==> config.mk <==
export PLATFORM = sky130hd
export DESIGN_NAME = spram_arbiter_flat
export DESIGN_NICKNAME = d
export VERILOG_FILES = /design/src/rtl/spram_arbiter_pkg.sv /design/src/rtl/spram_arbiter_if.sv /design/src/rtl/spram_wr_fifo.sv /design/src/rtl/spram_arbiter.sv /design/src/flat_wrapper.sv
export SDC_FILE = /design/constraint.sdc
export NUM_CORES = 1
export LEC_CHECK = 0
export CORE_MARGIN = 5
export CORE_UTILIZATION = 30
export DETAILED_ROUTE_END_ITERATION = 6
export DONT_BUFFER_PORTS = 1
export SYNTH_ARGS = -nofsm -noshare
export SYNTH_HDL_FRONTEND = slang
export SYNTH_SLANG_ARGS = --single-unit
==> constraint.sdc <==
create_clock -name clk -period 3 [get_ports clk]
set_input_delay 0.15 -clock clk [delete_from_list [all_inputs] [get_ports clk]]
set_output_delay 0.15 -clock clk [all_outputs]
set_load 0.1 [all_outputs]
==> src/rtl/spram_arbiter_pkg.sv <==
// rtl/spram_arbiter_pkg.sv - shared op encoding, default widths and grant rule for the SPRAM arbiter
package spram_arbiter_pkg;

    localparam int DEF_ADDR_W = 15;
    localparam int DEF_DATA_W = 12;

    typedef enum logic [1:0] {
        OP_IDLE  = 2'd0,
        OP_READ  = 2'd1,
        OP_WRITE = 2'd2
    } op_e;

    // Reads win by default; buffered writes win once the read streak saturates or the buffer is full.
    function automatic op_e arb_grant(
        input logic rd_req,
        input logic empty,
        input logic full,
        input logic streak_max
    );
        if (rd_req && (empty || !(full || streak_max))) begin
            return OP_READ;
        end
        if (!empty) begin
            return OP_WRITE;
        end
        return OP_IDLE;
    endfunction

endpackage

==> src/rtl/spram_arbiter_if.sv <==
// rtl/spram_arbiter_if.sv - writer, scan-out reader and SPRAM port bundle of the arbiter
interface spram_arbiter_if
    import spram_arbiter_pkg::*;
#(
    parameter int ADDR_W     = DEF_ADDR_W,
    parameter int DATA_W     = DEF_DATA_W,
    parameter int FIFO_DEPTH = 4
);
    localparam int LVL_W = $clog2(FIFO_DEPTH) + 1;

    logic              wr_valid;
    logic [ADDR_W-1:0] wr_addr;
    logic [DATA_W-1:0] wr_data;
    logic              wr_ready;

    logic              rd_req;
    logic [ADDR_W-1:0] rd_addr;
    logic              rd_ack;
    logic              rd_valid;
    logic [DATA_W-1:0] rd_data;

    logic [ADDR_W-1:0] spram_addr;
    logic [DATA_W-1:0] spram_wr_data;
    logic              spram_wre;
    logic [DATA_W-1:0] spram_rd_data;

    logic [LVL_W-1:0]  fifo_level;
    logic              wr_overflow;
    op_e               last_op;

    modport slave (
        input  wr_valid, wr_addr, wr_data, rd_req, rd_addr, spram_rd_data,
        output wr_ready, rd_ack, rd_valid, rd_data,
               spram_addr, spram_wr_data, spram_wre,
               fifo_level, wr_overflow, last_op
    );

    modport master (
        output wr_valid, wr_addr, wr_data, rd_req, rd_addr, spram_rd_data,
        input  wr_ready, rd_ack, rd_valid, rd_data,
               spram_addr, spram_wr_data, spram_wre,
               fifo_level, wr_overflow, last_op
    );

endinterface

==> src/rtl/spram_wr_fifo.sv <==
// rtl/spram_wr_fifo.sv - pixel write buffer with registered occupancy count
module spram_wr_fifo #(
    parameter int  ADDR_W = 15,
    parameter int  DATA_W = 12,
    parameter int  DEPTH  = 4,
    localparam int PTR_W  = $clog2(DEPTH),
    localparam int LVL_W  = PTR_W + 1
) (
    input  logic              clk,
    input  logic              rst,
    input  logic              push_i,
    input  logic [ADDR_W-1:0] push_addr_i,
    input  logic [DATA_W-1:0] push_data_i,
    input  logic              pop_i,
    output logic [ADDR_W-1:0] head_addr_o,
    output logic [DATA_W-1:0] head_data_o,
    output logic              full_o,
    output logic              empty_o,
    output logic [LVL_W-1:0]  level_o
);

    logic [ADDR_W-1:0] addr_mem [DEPTH];
    logic [DATA_W-1:0] data_mem [DEPTH];

    logic [PTR_W-1:0] wptr_q, rptr_q;
    logic [LVL_W-1:0] level_q, level_d;
    logic             do_push, do_pop;

    assign full_o  = (level_q == LVL_W'(DEPTH));
    assign empty_o = (level_q == '0);
    assign do_push = push_i && !full_o;
    assign do_pop  = pop_i && !empty_o;

    always_comb begin
        level_d = level_q;
        case ({do_push, do_pop})
            2'b10:   level_d = level_q + 1'b1;
            2'b01:   level_d = level_q - 1'b1;
            default: level_d = level_q;
        endcase
    end

    // Power-of-two depth lets the pointers wrap by plain overflow.
    always_ff @(posedge clk or posedge rst) begin
        if (rst) begin
            wptr_q  <= '0;
            rptr_q  <= '0;
            level_q <= '0;
        end else begin
            if (do_push) wptr_q <= wptr_q + 1'b1;
            if (do_pop)  rptr_q <= rptr_q + 1'b1;
            level_q <= level_d;
        end
    end

    always_ff @(posedge clk) begin
        if (do_push) begin
            addr_mem[wptr_q] <= push_addr_i;
            data_mem[wptr_q] <= push_data_i;
        end
    end

    assign head_addr_o = addr_mem[rptr_q];
    assign head_data_o = data_mem[rptr_q];
    assign level_o     = level_q;

endmodule

==> src/rtl/spram_arbiter.sv <==
// rtl/spram_arbiter.sv - single-port SPRAM arbiter between buffered pixel writes and display reads
module spram_arbiter
    import spram_arbiter_pkg::*;
#(
    parameter int ADDR_W        = DEF_ADDR_W,
    parameter int DATA_W        = DEF_DATA_W,
    parameter int FIFO_DEPTH    = 4,
    parameter int RD_STREAK_MAX = 8
) (
    input  logic           clk,
    input  logic           rst,
    spram_arbiter_if.slave bus
);

    localparam int LVL_W = $clog2(FIFO_DEPTH) + 1;
    localparam int STK_W = $clog2(RD_STREAK_MAX + 1);

    logic [LVL_W-1:0]  level;
    logic              full, empty, wr_ready;
    logic [ADDR_W-1:0] head_addr;
    logic [DATA_W-1:0] head_data;
    op_e               grant;

    logic [STK_W-1:0]  streak_q, streak_d;
    logic [ADDR_W-1:0] addr_q, addr_d;
    logic              rd_valid_q;
    logic              overflow_q;
    op_e               last_op_q;

    assign wr_ready = !full;

    spram_wr_fifo #(
        .ADDR_W (ADDR_W),
        .DATA_W (DATA_W),
        .DEPTH  (FIFO_DEPTH)
    ) u_fifo (
        .clk         (clk),
        .rst         (rst),
        .push_i      (bus.wr_valid && wr_ready),
        .push_addr_i (bus.wr_addr),
        .push_data_i (bus.wr_data),
        .pop_i       (grant == OP_WRITE),
        .head_addr_o (head_addr),
        .head_data_o (head_data),
        .full_o      (full),
        .empty_o     (empty),
        .level_o     (level)
    );

    // Grant is forced idle while reset is held so the SPRAM port is quiet immediately.
    always_comb begin
        grant = OP_IDLE;
        if (!rst) begin
            grant = arb_grant(bus.rd_req, empty, full, streak_q == STK_W'(RD_STREAK_MAX));
        end
    end

    always_comb begin
        addr_d = addr_q;
        case (grant)
            OP_READ:  addr_d = bus.rd_addr;
            OP_WRITE: addr_d = head_addr;
            default:  addr_d = addr_q;
        endcase
    end

    always_comb begin
        streak_d = streak_q;
        if (grant == OP_WRITE || empty) begin
            streak_d = '0;
        end else if (grant == OP_READ && streak_q != STK_W'(RD_STREAK_MAX)) begin
            streak_d = streak_q + 1'b1;
        end
    end

    always_ff @(posedge clk or posedge rst) begin
        if (rst) begin
            streak_q   <= '0;
            addr_q     <= '0;
            rd_valid_q <= 1'b0;
            overflow_q <= 1'b0;
            last_op_q  <= OP_IDLE;
        end else begin
            streak_q   <= streak_d;
            addr_q     <= addr_d;
            rd_valid_q <= (grant == OP_READ);
            overflow_q <= overflow_q || (bus.wr_valid && !wr_ready);
            last_op_q  <= grant;
        end
    end

    assign bus.wr_ready      = wr_ready;
    assign bus.rd_ack        = (grant == OP_READ);
    assign bus.spram_wre     = (grant == OP_WRITE);
    assign bus.spram_addr    = addr_d;
    assign bus.spram_wr_data = (grant == OP_WRITE) ? head_data : '0;
    assign bus.rd_valid      = rd_valid_q;
    assign bus.rd_data       = rd_valid_q ? bus.spram_rd_data : '0;
    assign bus.fifo_level    = level;
    assign bus.wr_overflow   = overflow_q;
    assign bus.last_op       = last_op_q;

endmodule
==> src/flat_wrapper.sv <==
// flat-port wrapper written by rule: the top's interface ports become plain ports
module spram_arbiter_flat import spram_arbiter_pkg::*;
#(
    parameter int ADDR_W        = DEF_ADDR_W,
    parameter int DATA_W        = DEF_DATA_W,
    parameter int FIFO_DEPTH    = 4,
    parameter int RD_STREAK_MAX = 8
)
  (clk, rst, bus_wr_valid, bus_wr_addr, bus_wr_data, bus_rd_req, bus_rd_addr, bus_spram_rd_data, bus_wr_ready, bus_rd_ack, bus_rd_valid, bus_rd_data, bus_spram_addr, bus_spram_wr_data, bus_spram_wre, bus_fifo_level, bus_wr_overflow, bus_last_op);
  spram_arbiter_if #(.ADDR_W(ADDR_W), .DATA_W(DATA_W), .FIFO_DEPTH(FIFO_DEPTH)) bus_i ();
  input  logic clk;
  input  logic rst;
  input wire logic [$bits(bus_i.wr_valid)-1:0] bus_wr_valid;
  input wire logic [$bits(bus_i.wr_addr)-1:0] bus_wr_addr;
  input wire logic [$bits(bus_i.wr_data)-1:0] bus_wr_data;
  input wire logic [$bits(bus_i.rd_req)-1:0] bus_rd_req;
  input wire logic [$bits(bus_i.rd_addr)-1:0] bus_rd_addr;
  input wire logic [$bits(bus_i.spram_rd_data)-1:0] bus_spram_rd_data;
  output wire logic [$bits(bus_i.wr_ready)-1:0] bus_wr_ready;
  output wire logic [$bits(bus_i.rd_ack)-1:0] bus_rd_ack;
  output wire logic [$bits(bus_i.rd_valid)-1:0] bus_rd_valid;
  output wire logic [$bits(bus_i.rd_data)-1:0] bus_rd_data;
  output wire logic [$bits(bus_i.spram_addr)-1:0] bus_spram_addr;
  output wire logic [$bits(bus_i.spram_wr_data)-1:0] bus_spram_wr_data;
  output wire logic [$bits(bus_i.spram_wre)-1:0] bus_spram_wre;
  output wire logic [$bits(bus_i.fifo_level)-1:0] bus_fifo_level;
  output wire logic [$bits(bus_i.wr_overflow)-1:0] bus_wr_overflow;
  output wire logic [$bits(bus_i.last_op)-1:0] bus_last_op;
  assign bus_i.wr_valid = bus_wr_valid;
  assign bus_i.wr_addr = bus_wr_addr;
  assign bus_i.wr_data = bus_wr_data;
  assign bus_i.rd_req = bus_rd_req;
  assign bus_i.rd_addr = bus_rd_addr;
  assign bus_i.spram_rd_data = bus_spram_rd_data;
  assign bus_wr_ready = bus_i.wr_ready;
  assign bus_rd_ack = bus_i.rd_ack;
  assign bus_rd_valid = bus_i.rd_valid;
  assign bus_rd_data = bus_i.rd_data;
  assign bus_spram_addr = bus_i.spram_addr;
  assign bus_spram_wr_data = bus_i.spram_wr_data;
  assign bus_spram_wre = bus_i.spram_wre;
  assign bus_fifo_level = bus_i.fifo_level;
  assign bus_wr_overflow = bus_i.wr_overflow;
  assign bus_last_op = bus_i.last_op;
  spram_arbiter #(.ADDR_W(ADDR_W), .DATA_W(DATA_W), .FIFO_DEPTH(FIFO_DEPTH), .RD_STREAK_MAX(RD_STREAK_MAX)) u_core (.clk(clk), .rst(rst), .bus(bus_i));
endmodule
# --- Word level (Yosys, flattened, before mapping) ---
# Memories as Yosys holds them, arrays and structs flattened.
# Cells that the tools add are included.
totals:
  reg_bits: 30
  ram_bits: 108
  input_bits: 58
  out_inout_bits: 49
  wordCells: 56
  memories: 2
op_classes:
  add_sub_neg: 5
  n_eq_ne: 7
  mux: 18
  reduce_logical: 16
mem_list:
  columns: ["name", "depth", "width", "rd", "rd_ports_with_merged_regs", "write_ports", "line_no", "source"]
  rows:
  - ["u_core.u_fifo.addr_mem", 4, 15, 1, 0, 1, "spram_wr_fifo.sv:22", "logic [ADDR_W-1:0] addr_mem [DEPTH];"]
  - ["u_core.u_fifo.data_mem", 4, 12, 1, 0, 1, "spram_wr_fifo.sv:23", "logic [DATA_W-1:0] data_mem [DEPTH];"]
op_table:
  columns: ["op", "n"]
  rows:
  - ["$pmux W15 S2", 1]
  - ["$mux W12", 2]
  - ["$mux W2", 5]
  - ["$mux W4", 2]
  - ["$mux W1", 7]
  - ["$logic_and A1 B1 Y1", 6]
  - ["$pmux W3 S2", 1]
  - ["$add A2 B1 Y2 const B", 2]
  - ["$add A4 B1 Y4 const B", 1]
  - ["$eq A2 B1 Y1 const B", 2]
  - ["$eq A2 B2 Y1 const B", 2]
  - ["$eq A4 B4 Y1 const B", 1]
  - ["$logic_or A1 B1 Y1", 4]
  - ["$ne A4 B4 Y1 const B", 1]
  - ["$reduce_bool A2 Y1", 2]
  - ["$add A3 B1 Y3 const B", 1]
  - ["$eq A3 B3 Y1 const B", 1]
  - ["$logic_not A1 Y1", 3]
  - ["$logic_not A3 Y1", 1]
  - ["$sub A3 B1 Y3 const B", 1]

# --- Depth between registers and ports, before layout ---
depth:
  word_depth: 16
  ltp_mapped: 13
  ltp_nobuf: 12

# --- Cells and area by module ---
# From an unflattened synthesis, not the netlist that was laid out.
hier_totals:
  cells_unflattened: 313
  area_unflattened_um2: 5566.6
modules_own_cells:
  columns: ["mod", "n_inst", "cells_each", "area_per_inst_um2", "seq_area_each_um2"]
  rows:
  - ["spram_wr_fifo", 1, 179, 4334.2, 3418.3]
  - ["spram_arbiter", 1, 134, 1232.4, 575.6]

# --- Worst setup path before layout ---
# OpenSTA, ideal clock, no wires.
synth_timing:
  path_type: "reg-to-reg"
  from: "register u_core.u_fifo.level_q[0] (netlist: u_core.u_fifo.level_o[0])"
  to: "register u_core.addr_q[0]"
  setup_ns: 0.287
  arrival_ns: 4.996
  required_time_ns: 2.713
  slack_ns: -2.283
  stages_incl_launch_ff: 10
  path_buffers: 3
  period_less_slack_ns: 5.283
  cell_sequence: "dfrtp_1 -> or3b_1 -> buf_2 -> o2111ai_1 -> inv_1 -> ha_1 -> buf_4 -> buf_2 -> a221oi_2 -> a21oi_1"
synth_between:
  elab_chain_cells: 11
  word_cells_on_any_way: 18
  classes_between: "eq/ne (3); mux (10); reduce/logical (5)"
synth_rtl:
  columns: ["item", "line_no", "source"]
  rows:
  - ["start, declared", "spram_wr_fifo.sv:26", "logic [LVL_W-1:0] level_q, level_d;"]
  - ["start signal, assigned", "spram_wr_fifo.sv:52", "level_q <= level_d;"]
  - ["$eq A3 B3 Y1", "spram_wr_fifo.sv:29", "assign full_o = (level_q == LVL_W'(DEPTH));"]
  - ["$logic_or A1 B1 Y1", "spram_arbiter_pkg.sv:20", "if (rd_req && (empty || !(full || streak_max))) begin"]
  - ["$logic_not A1 Y1", "spram_arbiter_pkg.sv:20", null]
  - ["$logic_or A1 B1 Y1", "spram_arbiter_pkg.sv:20", null]
  - ["$logic_and A1 B1 Y1", "spram_arbiter_pkg.sv:20", null]
  - ["$mux W1", "spram_arbiter_pkg.sv:20", null]
  - ["$mux W1", "spram_arbiter.sv:53", "if (!rst) begin"]
  - ["$mux W2 *", "spram_arbiter_pkg.sv:23", "if (!empty) begin"]
  - ["$mux W2 *", "spram_arbiter.sv:53", null]
  - ["named net u_core.grant[0]", "spram_arbiter.sv:22", "op_e grant;"]
  - ["$eq A2 B1 Y1 *", null, null]
  - ["named net bus_rd_ack", "flat_wrapper.sv:20", "output wire logic [$bits(bus_i.rd_ack)-1:0] bus_rd_ack;"]
  - ["$pmux W15 S2 *", "spram_arbiter.sv:60", "case (grant)"]
  - ["named net bus_spram_addr[0]", "flat_wrapper.sv:23", "output wire logic [$bits(bus_i.spram_addr)-1:0] bus_spram_addr;"]
  - ["end signal, assigned", "spram_arbiter.sv:85", "addr_q <= addr_d;"]
  - ["end, declared", "spram_arbiter.sv:25", "logic [ADDR_W-1:0] addr_q, addr_d;"]
# Mark *: on every way through the listed nets, which the timed path passes. The rest lies on a longest branch. The select of a mux whose other input is x is not followed.
# A chain may end at the register's enable or synchronous reset.

# --- Worst setup path after layout ---
layout_timing:
  from: "register u_core.streak_q[0]"
  to: "output bus_spram_addr[12]"
layout_between:
  elab_chain_cells: 11
  word_cells_on_any_way: 12
  classes_between: "eq/ne (3); mux (5); reduce/logical (4)"
layout_rtl:
  columns: ["item", "line_no", "source"]
  rows:
  - ["start, declared", "spram_arbiter.sv:24", "logic [STK_W-1:0] streak_q, streak_d;"]
  - ["start signal, assigned", "spram_arbiter.sv:84", "streak_q <= streak_d;"]
  - ["$eq A4 B4 Y1 *", "spram_arbiter.sv:54", "grant = arb_grant(bus.rd_req, empty, full, streak_q == STK_W'(RD_STREAK_MAX));"]
  - ["$logic_or A1 B1 Y1 *", "spram_arbiter_pkg.sv:20", null]
  - ["$logic_not A1 Y1 *", "spram_arbiter_pkg.sv:20", null]
  - ["$logic_or A1 B1 Y1 *", "spram_arbiter_pkg.sv:20", null]
  - ["$logic_and A1 B1 Y1 *", "spram_arbiter_pkg.sv:20", null]
  - ["$mux W1 *", "spram_arbiter_pkg.sv:20", null]
  - ["$mux W1 *", "spram_arbiter.sv:53", null]
  - ["$mux W2 *", "spram_arbiter_pkg.sv:23", null]
  - ["$mux W2 *", "spram_arbiter.sv:53", null]
  - ["named net u_core.grant[1]", "spram_arbiter.sv:22", null]
  - ["$eq A2 B2 Y1 or $eq A2 B1 Y1 (tied branches)", "spram_arbiter.sv:60", null]
  - ["$pmux W15 S2 *", "spram_arbiter.sv:60", null]
  - ["end, declared", "flat_wrapper.sv:23", null]
# Marks and branches as above.

==> key figures <==
Status
  – Outcome: complete, no violations

Timing
  – Final hold vios: 0
  – Final setup vio count: 0
  – Clock Skews: 0.006818 ns
  – Post-route clock period utilization: 0.9519
  – Count of pins over their slew limit: 0
  – Worst-margin pin slew: 0.9029 ns
  – Max-Slew Margin vs Limit: 0.3981
  – Setup_tns: 0 ns
  – Worst hold margin: 0.4176 ns
  – Final WS setup: 0.1443 ns
  – Minimum period implied by the final worst setup slack: 2.856 ns
  – RSZ-0062 raised after global routing: false
  – Fmax: 350.2 MHz

Finish
  – Finished Layout Cells: 659
  – Fillcell total: 1669
  – Final nets: 480
  – Area growth from synthesis to layout: 40.46%
  – Multi-input gate area: 1703 um^2
  – Layout cell share with drive strength beyond 1: 0.4024
  – FF+latch area: 4008 um^2
  – Post-route cell area: 7940 um^2
  – Diodes inserted: 0
  – Fin util: 0.4259

Die
  – Num rows: 50
  – Chip width: 147.3 um
  – Boundary Pins: 107
  – Core area: 18640 um^2
  – Die area: 21690 um^2
  – Initial Util: 0.3032
  – Die outline height: 147.3 um

Drt
  – Drt first pass iters: 4
  – Final wirelength: 12490 um
  – Vias per Instance: 4.724
  – Initial drt markers: 95
  – DRC viols: 0
  – Vias: 3113
  – Antenna Nets Post-Route: 0
  – WL per Instance: 18.96 um

Global route
  – Global-route wire length before repair: 19540 um
  – Total gr overflow: 0
  – Largest net degree at the start of global routing: 31
  – Tot GR Track Use: 0.1206
  – Vias in the first global route: 3461
  – Initial antenna violation count: 3

Synthesis
  – Top cells by count, synth: edfxtp_1 (108), dfrtp_1 (30), mux4_2 (27)
  – Yosys warnings: 0
  – Seq cells post-synth: 138
  – Mapped Area: 5653 um^2
  – Leading area contributor after synthesis: edfxtp_1
  – Post-synth EDFFs: 108
  – Most common cell in the netlist: edfxtp_1
  – Average cell area after synthesis: 18.24 um^2
  – Synth Instances: 310
  – Synth top area cells: edfxtp_1 (57%), dfrtp_1 (13%), mux4_2 (11%)
  – Syn nets: 378
  – Ys flop type: edfxtp_1
  – Top-area cell type share of the netlist area: 0.5737
  – FFs w/ async S/R, synth: 0.2174
  – Seq/Total Area, Yosys: 0.7065
  – Count of cell types in the netlist: 36

Clock network
  – TritonCTS clock tree: yes
  – CTS Root Cell: clkbuf_16
  – H-tree lvl count: 4
  – Clk Latency, worst-skew pair: 0.41 ns
  – Clock-pin slew on the worst setup and hold paths: 0.06 ns
  – CTS Buf Count: 17
  – CTS Sinks: 138
  – Clock Path Buffers: 2

Power
  – Pleak: 2.888 nW
  – Worst vdd ir: 0.4869 mV
  – Final Power: 9.701 mW
  – Pwr dens: 1222 nW/um^2

Critical path
  – Crit path launch type: register
  – Worst reg2reg setup slack: 0.18 ns
  – Setup CP Type: reg -> out
  – Crit path capture type: output pin
  – Crit path required time: 2.85 ns
  – Critical Path AT: 2.71 ns
  – CP Max Fanout: 16

Place
  – RD Place Congestion: 0.6786
  – Place WS: 0.08675 ns
  – Placed Cells: 579
  – Post-Place Cell Area: 6815 um^2
  – Post-DP HPWL: 8076 um
  – Port Buffers: 0

Hold path
  – Worst hold-check path type: in -> async

Flow run
  – Maxcap violations: 0
cell usage in the layout, fill, tap and decap left out, types with 2 or more instances in the layout:
cell type / n
clkinv_2: 2
dfrtp_1: 25
a21oi_4: 15
dfrtp_4: 3
nand3_1: 2
buf_4: 25
xnor2_1: 3
nor2_1: 3
a21oi_1: 3
edfxtp_1: 108
nand2_1: 2
o21ai_0: 3
a221oi_2: 15
and2_1: 13
buf_12: 29
mux4_2: 27
clkinvlp_4: 3
ha_1: 6
dlygate4sd3_1: 45
clkbuf_1: 2
xor2_1: 4
bufinv_16: 4
ha_4: 2
and2_2: 11
dfrtp_2: 2
inv_1: 25
clkinv_4: 2
and3_2: 4
clkbuf_16: 17
logic make-up after synthesis:
| kind of cell | share of synthesized area |
|---|---|
| AOI/OAI and AO/OA | 0.06640 |
| adders and majority gates | 0.02346 |
| buffers and inverters | 0.03541 |
| DFF | 0.7065 |
| and+or+nand+nor | 0.04604 |
| muxes | 0.1113 |
| xor gates and xnor gates | 0.01085 |
registers in the layout, summed over array words and instances, names as in the netlist:
register	flops
u_core.u_fifo.addr_mem	60
u_core.u_fifo.data_mem	48
u_core.addr_q	15
u_core.streak_q	4
u_core.u_fifo.level_o	3
u_core.bus.last_op	2
u_core.u_fifo.rptr_q	2
u_core.u_fifo.wptr_q	2
u_core.bus.rd_valid	1
u_core.bus.wr_overflow	1
final timing paths:
kind	from	endpoint	cells after the start
worst min register to register	u_core.u_fifo.wptr_q[0]	u_core.u_fifo.wptr_q[0]	1
min in group clk	bus_wr_data[9]	u_core.u_fifo.data_mem[3][9]	1
worst max register to register	u_core.streak_q[0]	u_core.u_fifo.level_o[2]	12
worst max-delay path	u_core.streak_q[0]	bus_spram_addr[12]	8
max in group asynchronous	rst	u_core.u_fifo.level_o[0]	3
worst min-delay path	rst	u_core.bus.last_op[0]	3
what timing repair did:
item | in CTS | in global routing
pin swaps | 1 | 2
hold buffers | 45 | 0
resized for setup | 2 | 2
setup endpoints to repair | 28 | 28
setup buffers | 1 | 2
hold endpoints to repair | 158 | 0
routing by layer:
metal | up-vias | routed length (um) | GRT usage
met5 | - | 34 | 0
met2 | 116 | 6427 | 0.2088
met1 | 1563 | 4994 | 0.1358
met4 | 6 | 233 | 0.04753
li1 | 1405 | - | -
met3 | 23 | 803 | 0.04380
critical path: stages (launching register included):
cell	delay (ns)
dfrtp_1	0.41
inv_1	0.10
ha_1	0.17
nand3b_1	0.23
a311oi_2	0.42
ha_4	0.35
buf_12	0.22
a21oi_4	0.19
buf_12	0.19
power by group:
group          internal (mW)  leakage, nW  switching (mW)
sequential              2.59         1.35           0.395
combinational           1.66         1.25            2.88
clock                   1.41        0.294           0.768
area by class of cell:
class / instances / share of cell area
Multi-Input combinational cell: 130 / 0.2145
Clock inverter: 12 / 0.02190
Clock buffer: 20 / 0.05626
Timing Repair Buffer: 99 / 0.1535
Inverter: 26 / 0.01229
Sequential cell: 138 / 0.5047
Tap cell: 234 / 0.03687
(Power assumes the default switching activity.)
